--- config.mk ---
export PLATFORM = sky130hd
export DESIGN_NAME = decoder_nx2n_seq_flat
export DESIGN_NICKNAME = d
export VERILOG_FILES = /design/src/rtl/decoder_nx2n_seq_if.sv /design/src/rtl/decoder_nx2n_seq.sv /design/src/flat_wrapper.sv
export SDC_FILE = /design/constraint.sdc
export NUM_CORES = 1
export LEC_CHECK = 0
export CAP_MARGIN = 20
export CORE_AREA = 3 3 63 65
export DETAILED_ROUTE_END_ITERATION = 7
export DIE_AREA = 0 0 66 68
export PLACE_DENSITY = 0.82
export SLEW_MARGIN = 20
export SYNTH_ARGS = -nofsm -noshare
export SYNTH_HDL_FRONTEND = slang
export SYNTH_SLANG_ARGS = --single-unit
--- constraint.sdc ---
create_clock -name clk -period 1.93 [get_ports clk]
set_input_delay 0.4825 -clock clk [delete_from_list [all_inputs] [get_ports clk]]
set_output_delay 0.4825 -clock clk [all_outputs]
set_load 0.03 [all_outputs]
--- src/rtl/decoder_nx2n_seq_if.sv ---
// Handshake and line-select bundle for decoder_nx2n_seq.
// scan_dir exists only when DECODER_REVERSE_EN is defined.
interface decoder_nx2n_seq_if #(
  parameter int N = 4
);
  localparam int W = 1 << N;

  logic         en;
  logic         start;
  logic         in_valid;
  logic         in_ready;
  logic [N-1:0] addr;
  logic [W-1:0] D;
  logic         out_valid;
  logic         busy;
  logic         scan_done;
`ifdef DECODER_REVERSE_EN
  logic         scan_dir;

  modport master (
    output en, start, in_valid, addr, scan_dir,
    input  in_ready, D, out_valid, busy, scan_done
  );

  modport slave (
    input  en, start, in_valid, addr, scan_dir,
    output in_ready, D, out_valid, busy, scan_done
  );
`else
  modport master (
    output en, start, in_valid, addr,
    input  in_ready, D, out_valid, busy, scan_done
  );

  modport slave (
    input  en, start, in_valid, addr,
    output in_ready, D, out_valid, busy, scan_done
  );
`endif
endinterface

--- src/rtl/decoder_nx2n_seq.sv ---
// Registered N-to-2^N one-hot decoder with valid/ready direct select and a line scan mode.
// Optional DECODER_REVERSE_EN adds scan_dir for downward scans.
//
// state | meaning
// IDLE  | direct accepts; start && en launches a scan
// SCAN  | each line held SCAN_DIV cycles; en low blanks D and freezes position
// DONE  | D inactive, scan_done pulse, back to IDLE
module decoder_nx2n_seq #(
  parameter int N          = 4,
  parameter int SCAN_DIV   = 1,
  parameter int ACTIVE_LOW = 0
) (
  input logic               clk,
  input logic               rst,
  decoder_nx2n_seq_if.slave bus
);
  localparam int           W        = 1 << N;
  localparam int           DIV_W    = (SCAN_DIV > 1) ? $clog2(SCAN_DIV) : 1;
  localparam logic [DIV_W-1:0] DIV_LAST = DIV_W'(SCAN_DIV - 1);
  localparam logic [N-1:0] IDX_LAST = N'(W - 1);
  localparam logic [W-1:0] D_OFF    = (ACTIVE_LOW != 0) ? '1 : '0;

  typedef enum logic [1:0] {IDLE, SCAN, DONE} state_t;

  state_t           state;
  logic [N-1:0]     idx;
  logic [DIV_W-1:0] div;
  logic             paused;
  logic             rev;
  logic [W-1:0]     d_q;
  logic             out_valid_q;
  logic             busy_q;
  logic             scan_done_q;

  logic             start_rev;
  logic [N-1:0]     first_idx;
  logic [N-1:0]     next_idx;
  logic             at_end;

`ifdef DECODER_REVERSE_EN
  assign start_rev = bus.scan_dir;
`else
  assign start_rev = 1'b0;
`endif

  assign first_idx = start_rev ? IDX_LAST : '0;
  assign next_idx  = rev ? (idx - 1'b1) : (idx + 1'b1);
  assign at_end    = rev ? (idx == '0) : (idx == IDX_LAST);

  function automatic logic [W-1:0] line_sel(input logic [N-1:0] i);
    return (W'(1) << i) ^ D_OFF;
  endfunction

  always_ff @(posedge clk) begin
    if (rst) begin
      state       <= IDLE;
      idx         <= '0;
      div         <= '0;
      paused      <= 1'b0;
      rev         <= 1'b0;
      d_q         <= D_OFF;
      out_valid_q <= 1'b0;
      busy_q      <= 1'b0;
      scan_done_q <= 1'b0;
    end else begin
      out_valid_q <= 1'b0;
      scan_done_q <= 1'b0;
      case (state)
        IDLE: begin
          if (!bus.en) begin
            d_q <= D_OFF;
          end else if (bus.start) begin
            state  <= SCAN;
            busy_q <= 1'b1;
            idx    <= first_idx;
            div    <= '0;
            paused <= 1'b0;
            rev    <= start_rev;
            d_q    <= line_sel(first_idx);
          end else if (bus.in_valid) begin
            d_q         <= line_sel(bus.addr);
            out_valid_q <= 1'b1;
          end
        end
        SCAN: begin
          if (!bus.en) begin
            d_q    <= D_OFF;
            div    <= '0;
            paused <= 1'b1;
          end else if (paused) begin
            // resume edge re-shows the frozen line; divider restarts from here
            paused <= 1'b0;
            d_q    <= line_sel(idx);
          end else if (div == DIV_LAST) begin
            div <= '0;
            if (at_end) begin
              state       <= DONE;
              busy_q      <= 1'b0;
              scan_done_q <= 1'b1;
              d_q         <= D_OFF;
            end else begin
              idx <= next_idx;
              d_q <= line_sel(next_idx);
            end
          end else begin
            div <= div + 1'b1;
          end
        end
        DONE: begin
          state <= IDLE;
          idx   <= '0;
        end
        default: state <= IDLE;
      endcase
    end
  end

  assign bus.in_ready  = (state == IDLE) && bus.en && !bus.start;
  assign bus.D         = d_q;
  assign bus.out_valid = out_valid_q;
  assign bus.busy      = busy_q;
  assign bus.scan_done = scan_done_q;
endmodule

--- src/flat_wrapper.sv ---
// flat-port wrapper written by rule: the top's interface ports become plain ports
module decoder_nx2n_seq_flat 
#(
  parameter int N          = 4,
  parameter int SCAN_DIV   = 1,
  parameter int ACTIVE_LOW = 0
)
  (clk, rst, bus_en, bus_start, bus_in_valid, bus_addr, bus_in_ready, bus_D, bus_out_valid, bus_busy, bus_scan_done);
  decoder_nx2n_seq_if #(.N(N)) bus_i ();
  input logic clk;
  input logic rst;
  input wire logic [$bits(bus_i.en)-1:0] bus_en;
  input wire logic [$bits(bus_i.start)-1:0] bus_start;
  input wire logic [$bits(bus_i.in_valid)-1:0] bus_in_valid;
  input wire logic [$bits(bus_i.addr)-1:0] bus_addr;
  output wire logic [$bits(bus_i.in_ready)-1:0] bus_in_ready;
  output wire logic [$bits(bus_i.D)-1:0] bus_D;
  output wire logic [$bits(bus_i.out_valid)-1:0] bus_out_valid;
  output wire logic [$bits(bus_i.busy)-1:0] bus_busy;
  output wire logic [$bits(bus_i.scan_done)-1:0] bus_scan_done;
  assign bus_i.en = bus_en;
  assign bus_i.start = bus_start;
  assign bus_i.in_valid = bus_in_valid;
  assign bus_i.addr = bus_addr;
  assign bus_in_ready = bus_i.in_ready;
  assign bus_D = bus_i.D;
  assign bus_out_valid = bus_i.out_valid;
  assign bus_busy = bus_i.busy;
  assign bus_scan_done = bus_i.scan_done;
  decoder_nx2n_seq #(.N(N), .SCAN_DIV(SCAN_DIV), .ACTIVE_LOW(ACTIVE_LOW)) u_core (.clk(clk), .rst(rst), .bus(bus_i));
endmodule
==> results.sh, run 1 <==
export IMPL_synth_cell_types=47
export IMPL_power_density_mw_per_mm2=544
export IMPL_multiInputGateArea_sq_mm=0.00105
export IMPL_fin_crit_ns=1.87
export IMPL_startpoint_type="flip-flop"
export IMPL_antenna_cells=0
export IMPL_switching_share_pct=26.8
export IMPL_avgSynthCellArea_sq_um=8.66
export IMPL_vias=1681
export IMPL_synth_seq_cells=26
export IMPL_synth_ff_type="dfxtp_1"
export IMPL_finalCritPeriodShare_pct=96.7
export IMPL_path_class="flip-flop to output port"
export IMPL_ant_nets=0
export IMPL_fin_nets=256
export IMPL_register_area_sq_um=522
export IMPL_p_seq_share_pct=47.3
export IMPL_min_from="u_core.bus.D[15]"
export IMPL_dieWidth_um=66
export IMPL_final_fill_count=291
export IMPL_grtUsageTotal_pct=21.0
export IMPL_wirelength_um=4360
export IMPL_critPathArrivalTime_ns=1.38
export IMPL_grt_max_degree=27
export IMPL_final_common_cell="nor2_1"
export IMPL_setup_viol=0
export IMPL_yosysSeqAreaShare_pct=30.1
export IMPL_intPower_uw=876
export IMPL_crit_chain="clkdlybuf4s50_1"
export IMPL_drv_cap=0
export IMPL_via_per_inst=5.92
export IMPL_syn_instance_count=200
export IMPL_path_delay_family="buffers and inverters"
export IMPL_io_buffers=28
export IMPL_max_slew_margin_pct=69.1
export IMPL_p_switching_uw=321
export IMPL_max_slew_worst_pin_slew_ns=0.459
export IMPL_holdPathEnd="u_core.bus.D[15]"
export IMPL_dieArea_sq_mm=0.00449
export IMPL_cts_setup_buffers=0
export IMPL_io_pin_count=29
export IMPL_root_buffer="clkbuf_4"
export IMPL_place_inst=280
export IMPL_place_gp_congestion=1.00
export IMPL_hold_buffers=0
export IMPL_p_leak_uw=0.000816
export IMPL_antenna_found_initial=0
export IMPL_cp_required_ns=1.45
export IMPL_start_util_pct=51.1
export IMPL_clock_skew_final_ns=0.00380
export IMPL_hp_class="flip-flop to flip-flop"
export IMPL_cts_tree="built"
export IMPL_rsz0062_at_grt="false"
export IMPL_drc=0
export IMPL_rows=21
export IMPL_final_setup_tns_ns=0
export IMPL_syn_to_final_growth_pct=27.0
export IMPL_drv_slew=0
export IMPL_avgRoutedWirePerCell_um=15.4
export IMPL_drt_initial_drc_count=162
export IMPL_fmax_ghz=0.536
export IMPL_worst_path_buf_inv=1
export IMPL_synth_cell_area_sq_mm=0.00173
export IMPL_grt_first_pass_wirelength_um=7430
export IMPL_fin_hold_ws_ns=0.510
export IMPL_firstDrtPassIters=4
export IMPL_ir_worst_vdd_v=0.000401
export IMPL_crit_cells=1
export IMPL_core_sq_mm=0.00339
export IMPL_ff2ff_setup_slack_ns=0.19
export IMPL_syn_num_nets=217
export IMPL_final_hold_viol_count=0
export IMPL_globalRouteOverflowTotal=0
export IMPL_synth_edf_count=0
export IMPL_critPathMaxStageDelay_ns=0.67
export IMPL_drive_gt1_share_pct=18.1
export IMPL_clk_path_buf_depth=2
export IMPL_p_clk_share_pct=32.4
export IMPL_layout_common_cells="nor2_1, clkdlybuf4s50_1, dfxtp_1"
export IMPL_grt_pass1_vias=1620
export IMPL_worst_r2r_path_depth=6
export IMPL_layout_cells_non_filler=284
export IMPL_ctsHtreeMaxLevel=1
export IMPL_cts_buffers=3
export IMPL_worstReg2RegStart="u_core.idx[0]"
export IMPL_async_reset_ff_share_pct=0
export IMPL_whs_path_depth=2
export IMPL_ys_warn_count=0
export IMPL_status="complete, no violations"
export IMPL_hpwl_um=3320
export IMPL_crit_path_end_kind="output port"
export IMPL_rr_endpoint="u_core.bus.D[13]"
export IMPL_crit_path_top_delay_cell="clkdlybuf4s50_1"
export IMPL_comb_power_share_pct=20.3
export IMPL_cts_sinks=26
export IMPL_clock_latency_ns=0.34
export IMPL_fp_dieH_um=68
export IMPL_worst_path_max_fanout=3
export IMPL_cts_clk_slew_worst_paths_ns=0.15
## cell type report
class	instances	area share [%]
Clock buffer	3	1.02
Clock inverter	1	1.37
Inverter	5	0.853
Multi-Input combinational cell	151	47.7
Sequential cell	26	23.7
Tap cell	46	2.62
Timing Repair Buffer	52	22.8
## worst reg2reg max path: cells and delay by family, from the launching register on
kind	cells	cell delay (ns)
DFF	1	0.34
adders and majority gates	2	0.60
AOI/OAI and AO/OA	1	0.30
buffers and inverters	1	0.13
and+or+nand+nor	2	0.29
## repair_timing
item / CTS / global route
endpoints found under the setup margin: 1 / 2
endpoints found under the hold margin: 0 / 0
gates resized for setup: 1 / 5
## stage by stage
| stage | instance area, sq um | setup WS, ns | util (%) | power (uW) |
|---|---|---|---|---|
| 6_report | 2200 | 0.0641 | 64.9 | 1200 |
| 5_1_grt | 2200 | 0.00404 | 64.9 | 1240 |
| 4_1_cts | 2180 | 0.00348 | 64.4 | 1200 |
| 3_5_place_dp | 2130 | -0.275 | 62.9 | 816 |
| 3_3_place_gp | 2130 | -0.296 | 62.9 | 814 |
| 2_1_floorplan | 1740 | 0.243 | - | 722 |
## registers in the layout, summed over array words and instances (netlist names)
signal	count
u_core.idx	4
u_core.bus.out_valid	1
u_core.bus.busy	1
u_core.state	2
u_core.paused	1
u_core.bus.scan_done	1
u_core.bus.D	16
## power groups by stage
stage               registers (uW)  logic, uW  clock network [uW]
finish                         566        243                 388
global route                   568        262                 410
CTS                            566        238                 400
detailed placement             577        239                   0
global placement               577        237                   0
floorplan                      605        117                   0
## synthesized netlist by cell type (2+ instances only)
master / n / area, sq um
nand2b_1: 3 / 18.8
nor3_1: 6 / 30.0
nor2_2: 2 / 12.5
inv_1: 5 / 18.8
ha_1: 8 / 100
nand2_1: 6 / 22.5
and2_1: 2 / 12.5
mux2i_1: 2 / 20.0
buf_6: 7 / 78.8
a41oi_1: 4 / 35.0
o31a_1: 2 / 17.5
dfxtp_1: 26 / 521
a311oi_1: 14 / 123
nand4_1: 5 / 31.3
nor4_1: 2 / 12.5
clkdlybuf4s25_2: 3 / 30.0
a21o_1: 2 / 15.0
buf_4: 4 / 30.0
a211oi_1: 2 / 15.0
a31oi_1: 10 / 62.6
and2b_1: 3 / 22.5
nand3_1: 22 / 110
buf_2: 3 / 15.0
nand4b_1: 3 / 26.3
nor2_1: 29 / 109
a21oi_1: 4 / 20.0
## per-layer routing
layer,GRT usage [%],part of all wire [%],up-vias
li1,-,-,827
met1,25.8,44,783
met3,5.09,6.4,11
met4,6.85,2.2,0
met2,36.3,48,60
met5,0,0,-
## worst max-delay path by stage
stage,slack (ns),end,startpoint
after floorplan,0.24,bus_in_ready,bus_en
after global placement,-0.30,u_core.bus.D[8],bus_en
after detailed placement,-0.28,u_core.bus.D[8],bus_en
after CTS,0.003,bus_in_ready,bus_start
after global routing,0.004,bus_busy,u_core.bus.busy
final,0.06,bus_busy,u_core.bus.busy
## cells by family after synthesis
group,Yosys count,synth area share [%]
AO/OA/AOI/OAI,49,23.8
XOR/XNOR,1,0.506
adder cells (fa/ha/maj),8,5.78
buffers and inverters,23,10.2
flip-flops,26,30.1
multiplexers,3,1.81
AND/OR/NAND/NOR,90,27.9
Power figures use the tool's default switching activity.
==> run 2, diff against run 1 <==
- ABC_AREA: not set -> 0
- CAP_MARGIN: 20 -> not set
- CORE_AREA: 3 3 63 65 -> 3 3 70 72
- DIE_AREA: 0 0 66 68 -> 0 0 73 75
- PLACE_DENSITY: 0.82 -> 0.7
==> run 2 against run 1 <==
Clock power increased by 19%. Register-to-register slack better by 0.05 ns. Non-clock buffer count up 2. Setup slack better by 0.040 ns. Clock skew grew 0.00065 ns. Fmax is 2.2% higher. Via count is 1.3% lower. Critical path depth increased by 3. Clock-buffer cell count unchanged. Die area rose by 22%.
==> results.sh, run 2 (synthesis results as in run 1) <==
export IMPL_grt_first_pass_wirelength_um=7380
export IMPL_dieWidth_um=73
export IMPL_clk_path_buf_depth=2
export IMPL_ir_worst_vdd_v=0.000379
export IMPL_core_sq_mm=0.00435
export IMPL_clock_skew_final_ns=0.00446
export IMPL_drv_slew=0
export IMPL_layout_common_cells="nor2_1, clkdlybuf4s50_1, dfxtp_1"
export IMPL_root_buffer="clkbuf_8"
export IMPL_ant_nets=0
export IMPL_syn_to_final_growth_pct=29.3
export IMPL_fp_dieH_um=75
export IMPL_p_clk_share_pct=36.3
export IMPL_grtUsageTotal_pct=17.3
export IMPL_drc=0
export IMPL_clock_latency_ns=0.27
export IMPL_max_slew_margin_pct=67.0
export IMPL_fmax_ghz=0.548
export IMPL_crit_chain="clkdlybuf4s50_1 > buf_4 > nor3_4 > buf_6"
export IMPL_crit_path_end_kind="output port"
export IMPL_post_route_util_pct=51.4
export IMPL_vias=1659
export IMPL_worst_path_max_fanout=4
export IMPL_max_slew_worst_pin_slew_ns=0.491
export IMPL_final_setup_tns_ns=0
export IMPL_setup_viol=0
export IMPL_firstDrtPassIters=4
export IMPL_comb_power_share_pct=19.1
export IMPL_grt_pass1_vias=1545
export IMPL_dieArea_sq_mm=0.00548
export IMPL_grt_max_degree=27
export IMPL_fin_nets=258
export IMPL_p_switching_uw=326
export IMPL_cts_buffers=3
export IMPL_cts_tree="built"
export IMPL_path_class="input port to output port"
export IMPL_rows=24
export IMPL_via_per_inst=5.68
export IMPL_intPower_uw=944
export IMPL_io_buffers=28
export IMPL_power_density_mw_per_mm2=567
export IMPL_crit_path_top_delay_cell="clkdlybuf4s50_1"
export IMPL_cts_clk_slew_worst_paths_ns=0.09
export IMPL_cp_required_ns=1.45
export IMPL_globalRouteOverflowTotal=0
export IMPL_largest_reg_flops=16
export IMPL_place_gp_congestion=0.871
export IMPL_status="complete, no violations"
export IMPL_drt_initial_drc_count=277
export IMPL_postPlaceCellArea_sq_mm=0.00215
export IMPL_rsz0062_at_grt="false"
export IMPL_p_leak_uw=0.000825
export IMPL_ctsHtreeMaxLevel=1
export IMPL_switching_share_pct=25.6
export IMPL_start_util_pct=39.8
export IMPL_fin_area_sq_mm=0.00224
export IMPL_hp_class="flip-flop to flip-flop"
export IMPL_finalCritPeriodShare_pct=94.6
export IMPL_place_inst=288
export IMPL_startpoint_type="input port"
export IMPL_drive_gt1_share_pct=18.8
export IMPL_critPathArrivalTime_ns=1.34
export IMPL_final_hold_viol_count=0
export IMPL_antenna_found_initial=0
export IMPL_critPathMaxStageDelay_ns=0.42
export IMPL_io_pin_count=29
export IMPL_antenna_cells=0
export IMPL_layout_cells_non_filler=292
export IMPL_drv_cap=0
export IMPL_p_seq_share_pct=44.5
export IMPL_wirelength_um=4450
export IMPL_avgRoutedWirePerCell_um=15.3
export IMPL_final_common_cell="nor2_1"
export IMPL_fin_crit_ns=1.83
export IMPL_hpwl_um=3330
export IMPL_hold_buffers=0
export IMPL_cts_sinks=26
-- run 2: changes by cell type in the layout (fill, tap and decap cells not counted), sizes merged --
cell / before / now
clkdlybuf4s15: 0 / 1
dlygate4sd2: 1 / 0
dlymetal6s2s: 1 / 0
buf: 25 / 27
clkdlybuf4s50: 25 / 26
-- run 2: critical path, delay by kind of cell --
family | cells | cell delay [ns]
buf+inv | 3 | 0.73
simple gates | 1 | 0.12
-- run 2: area by class of cell --
cell class | instances | area [sq um]
clock buffers | 3 | 41.3
flip-flops and latches | 26 | 522
clock inverters | 1 | 30.0
multi-input cells | 151 | 1050
repair buffers | 54 | 514
fillers | 421 | 2110
inverters | 5 | 18.8
well taps | 52 | 65.1
-- run 2: routing by layer --
layer | up-vias | GRT usage [%] | part of all wire [%]
met5 | - | 0 | 0
met1 | 760 | 23.8 | 46
met2 | 58 | 27.1 | 46
met3 | 8 | 2.80 | 5.5
li1 | 833 | - | -
met4 | 0 | 6.56 | 2.3
-- run 2: path summary, 6_finish.rpt --
check	startpoint	endpoint	slack, ns	cells past startpoint
worst max-delay path	bus_start	bus_in_ready	0.10	4
worst min register to register	u_core.bus.D[12]	u_core.bus.D[12]	0.51	2
worst max register to register	u_core.idx[3]	u_core.bus.D[9]	0.24	4
worst min-delay path	u_core.bus.D[12]	u_core.bus.D[12]	0.51	2
-- run 2: timing repair --
action	in CTS	in global routing
setup buffers	0	0
setup endpoints to repair	3	3
gates resized for setup	1	5
pin swaps	0	1
-- run 2: power by group through the flow --
stage	clock [uW]	combinational, uW	sequential [uW]
6_report	461	243	566
5_1_grt	488	262	568
4_1_cts	474	239	566
3_5_place_dp	0	239	578
3_3_place_gp	0	238	578
2_1_floorplan	0	117	605
-- run 2: stage by stage --
step	power (uW)	worst slack [ns]	hold WS, ns
floorplan	722	0.243	0.495
global placement	816	-0.325	0.493
detailed placement	817	-0.337	0.493
CTS	1280	0.0174	0.509
global route	1320	0.0365	0.522
finish	1270	0.104	0.505
==> run 3, diff against run 2 <==
- clock period: 1.93 -> 2 ns (I/O delays scaled with it)
==> run 3 against run 2 <==
Critical path depth did not move. Sequential share of layout area rose by 0.48 points. Clock skew rose by 0.0052 ns. First-iteration DRC count fell by 46%. Setup slack got worse by 0.048 ns. Critical path type unchanged. Highest routed layer unchanged.
==> results.sh, run 3 (synthesis results as in run 1) <==
export IMPL_status="complete, no violations"
export IMPL_worst_r2r_path_depth=6
export IMPL_setup_ws_ns=0.0556
export IMPL_grt_first_pass_wirelength_um=7840
export IMPL_firstDrtPassIters=4
export IMPL_startpoint_type="input port"
export IMPL_antenna_cells=0
export IMPL_cts_tree="built"
export IMPL_path_class="input port to output port"
export IMPL_grt_max_degree=27
export IMPL_whs_path_depth=2
export IMPL_cts_clk_slew_worst_paths_ns=0.10
export IMPL_critPathMaxStageDelay_ns=0.42
export IMPL_vias=1662
export IMPL_root_buffer="clkbuf_8"
export IMPL_pre_cts_slack_ns=-0.231
export IMPL_ir_worst_vdd_v=0.000465
export IMPL_crit_path_end_kind="output port"
export IMPL_hp_class="flip-flop to flip-flop"
export IMPL_start_util_pct=39.8
export IMPL_clock_skew_final_ns=0.00967
export IMPL_hold_buffers=0
export IMPL_grt_pass1_vias=1584
export IMPL_worst_path_buf_inv=3
export IMPL_cts_sinks=26
export IMPL_max_slew_margin_pct=63.9
export IMPL_dieWidth_um=73
export IMPL_cts_setup_buffers=0
export IMPL_worst_path_max_fanout=6
export IMPL_rr_endpoint="u_core.bus.D[10]"
export IMPL_via_per_inst=5.75
export IMPL_crit_path_frequent_cell="buf_4"
export IMPL_clk_path_buf_depth=2
export IMPL_power_density_mw_per_mm2=556
export IMPL_dieArea_sq_mm=0.00548
export IMPL_fin_hold_ws_ns=0.503
export IMPL_ant_nets=0
export IMPL_critPathArrivalTime_ns=1.44
export IMPL_fin_crit_ns=1.94
export IMPL_fmax_ghz=0.514
export IMPL_rsz0062_at_grt="false"
export IMPL_final_hold_viol_count=0
export IMPL_core_sq_mm=0.00435
export IMPL_path_delay_family="buffers and inverters"
export IMPL_finalCritPeriodShare_pct=97.2
export IMPL_hpwl_um=3400
export IMPL_fin_area_sq_mm=0.00219
export IMPL_min_from="u_core.bus.D[2]"
export IMPL_cts_buffers=3
export IMPL_rows=24
export IMPL_holdPathEnd="u_core.bus.D[2]"
export IMPL_drt_initial_drc_count=149
export IMPL_wirelength_um=4600
export IMPL_postPlaceCellArea_sq_mm=0.00211
export IMPL_layout_common_cells="nor2_1, clkdlybuf4s50_1, dfxtp_1"
export IMPL_largest_reg_flops=16
export IMPL_final_common_cell="nor2_1"
export IMPL_grtUsageTotal_pct=18.2
export IMPL_setup_viol=0
export IMPL_antenna_found_initial=0
export IMPL_drive_gt1_share_pct=16.9
export IMPL_ctsHtreeMaxLevel=1
export IMPL_avgRoutedWirePerCell_um=15.9
export IMPL_drc=0
export IMPL_crit_chain="clkdlybuf4s50_1 > buf_4 > nor3_2 > buf_4"
export IMPL_globalRouteOverflowTotal=0
export IMPL_cp_required_ns=1.50
export IMPL_ctsResizeCount=2
export IMPL_crit_path_top_delay_cell="clkdlybuf4s50_1"
export IMPL_syn_to_final_growth_pct=26.4
export IMPL_io_buffers=28
export IMPL_drv_slew=0
export IMPL_ff2ff_setup_slack_ns=0.15
export IMPL_fin_nets=255
export IMPL_p_leak_uw=0.000807
export IMPL_clock_latency_ns=0.27
export IMPL_io_pin_count=29
export IMPL_worstReg2RegStart="u_core.idx[1]"
export IMPL_fp_dieH_um=75
export IMPL_critPathLaunch="bus_start"
export IMPL_max_slew_worst_pin_slew_ns=0.540
export IMPL_drv_cap=0
export IMPL_place_gp_congestion=0.895
-- run 3: cell type report --
cell class | count | area [sq um]
clock buffers | 3 | 41.3
clock inverters | 1 | 30.0
fillers | 425 | 2160
inverters | 5 | 18.8
multi-input cells | 151 | 1040
flip-flops and latches | 26 | 520
well taps | 52 | 65.1
repair buffers | 51 | 474
-- run 3: metal layers --
layer / global-route usage (%) / routed length [um]
met3: 4.41 / 304
met4: 4.10 / 63
met5: 0 / 0
met2: 30.1 / 2220
met1: 24.0 / 2020
-- run 3: worst register-to-register path: stages, from the launching register on --
cell,delay [ns]
dfxtp_1,0.39
ha_1,0.24
buf_4,0.16
ha_1,0.29
and2_1,0.29
nand3_1,0.13
a311oi_1,0.28
-- run 3: how the worst max path moves through the flow --
| stage | to | slack [ns] | cells after the start |
|---|---|---|---|
| 3_5_place_dp | u_core.bus.D[8] | -0.23 | 6 |
| 4_1_cts | bus_in_ready | 0.06 | 4 |
| 2_1_floorplan | bus_in_ready | 0.01 | 3 |
| 5_1_grt | u_core.bus.D[1] | 0.01 | 6 |
| 6_report | bus_in_ready | 0.06 | 4 |
| 3_3_place_gp | u_core.bus.D[8] | -0.27 | 6 |
-- run 3: through the flow --
step                TNS (ns)  cells  util [%]  total power [uW]
global route               0    289      50.3              1270
finish                     0    289      50.3              1220
detailed placement     -3.60    285      48.6               785
global placement       -3.20    285      48.6               783
CTS                        0    289      50.3              1230
floorplan                  0    200         -               696
-- run 3: power by group --
group | switching [uW] | total (uW) | internal (uW)
Combinational | 126 | 228 | 103
Sequential | 11.4 | 546 | 534
Clock | 176 | 444 | 268
Total | 313 | 1220 | 905
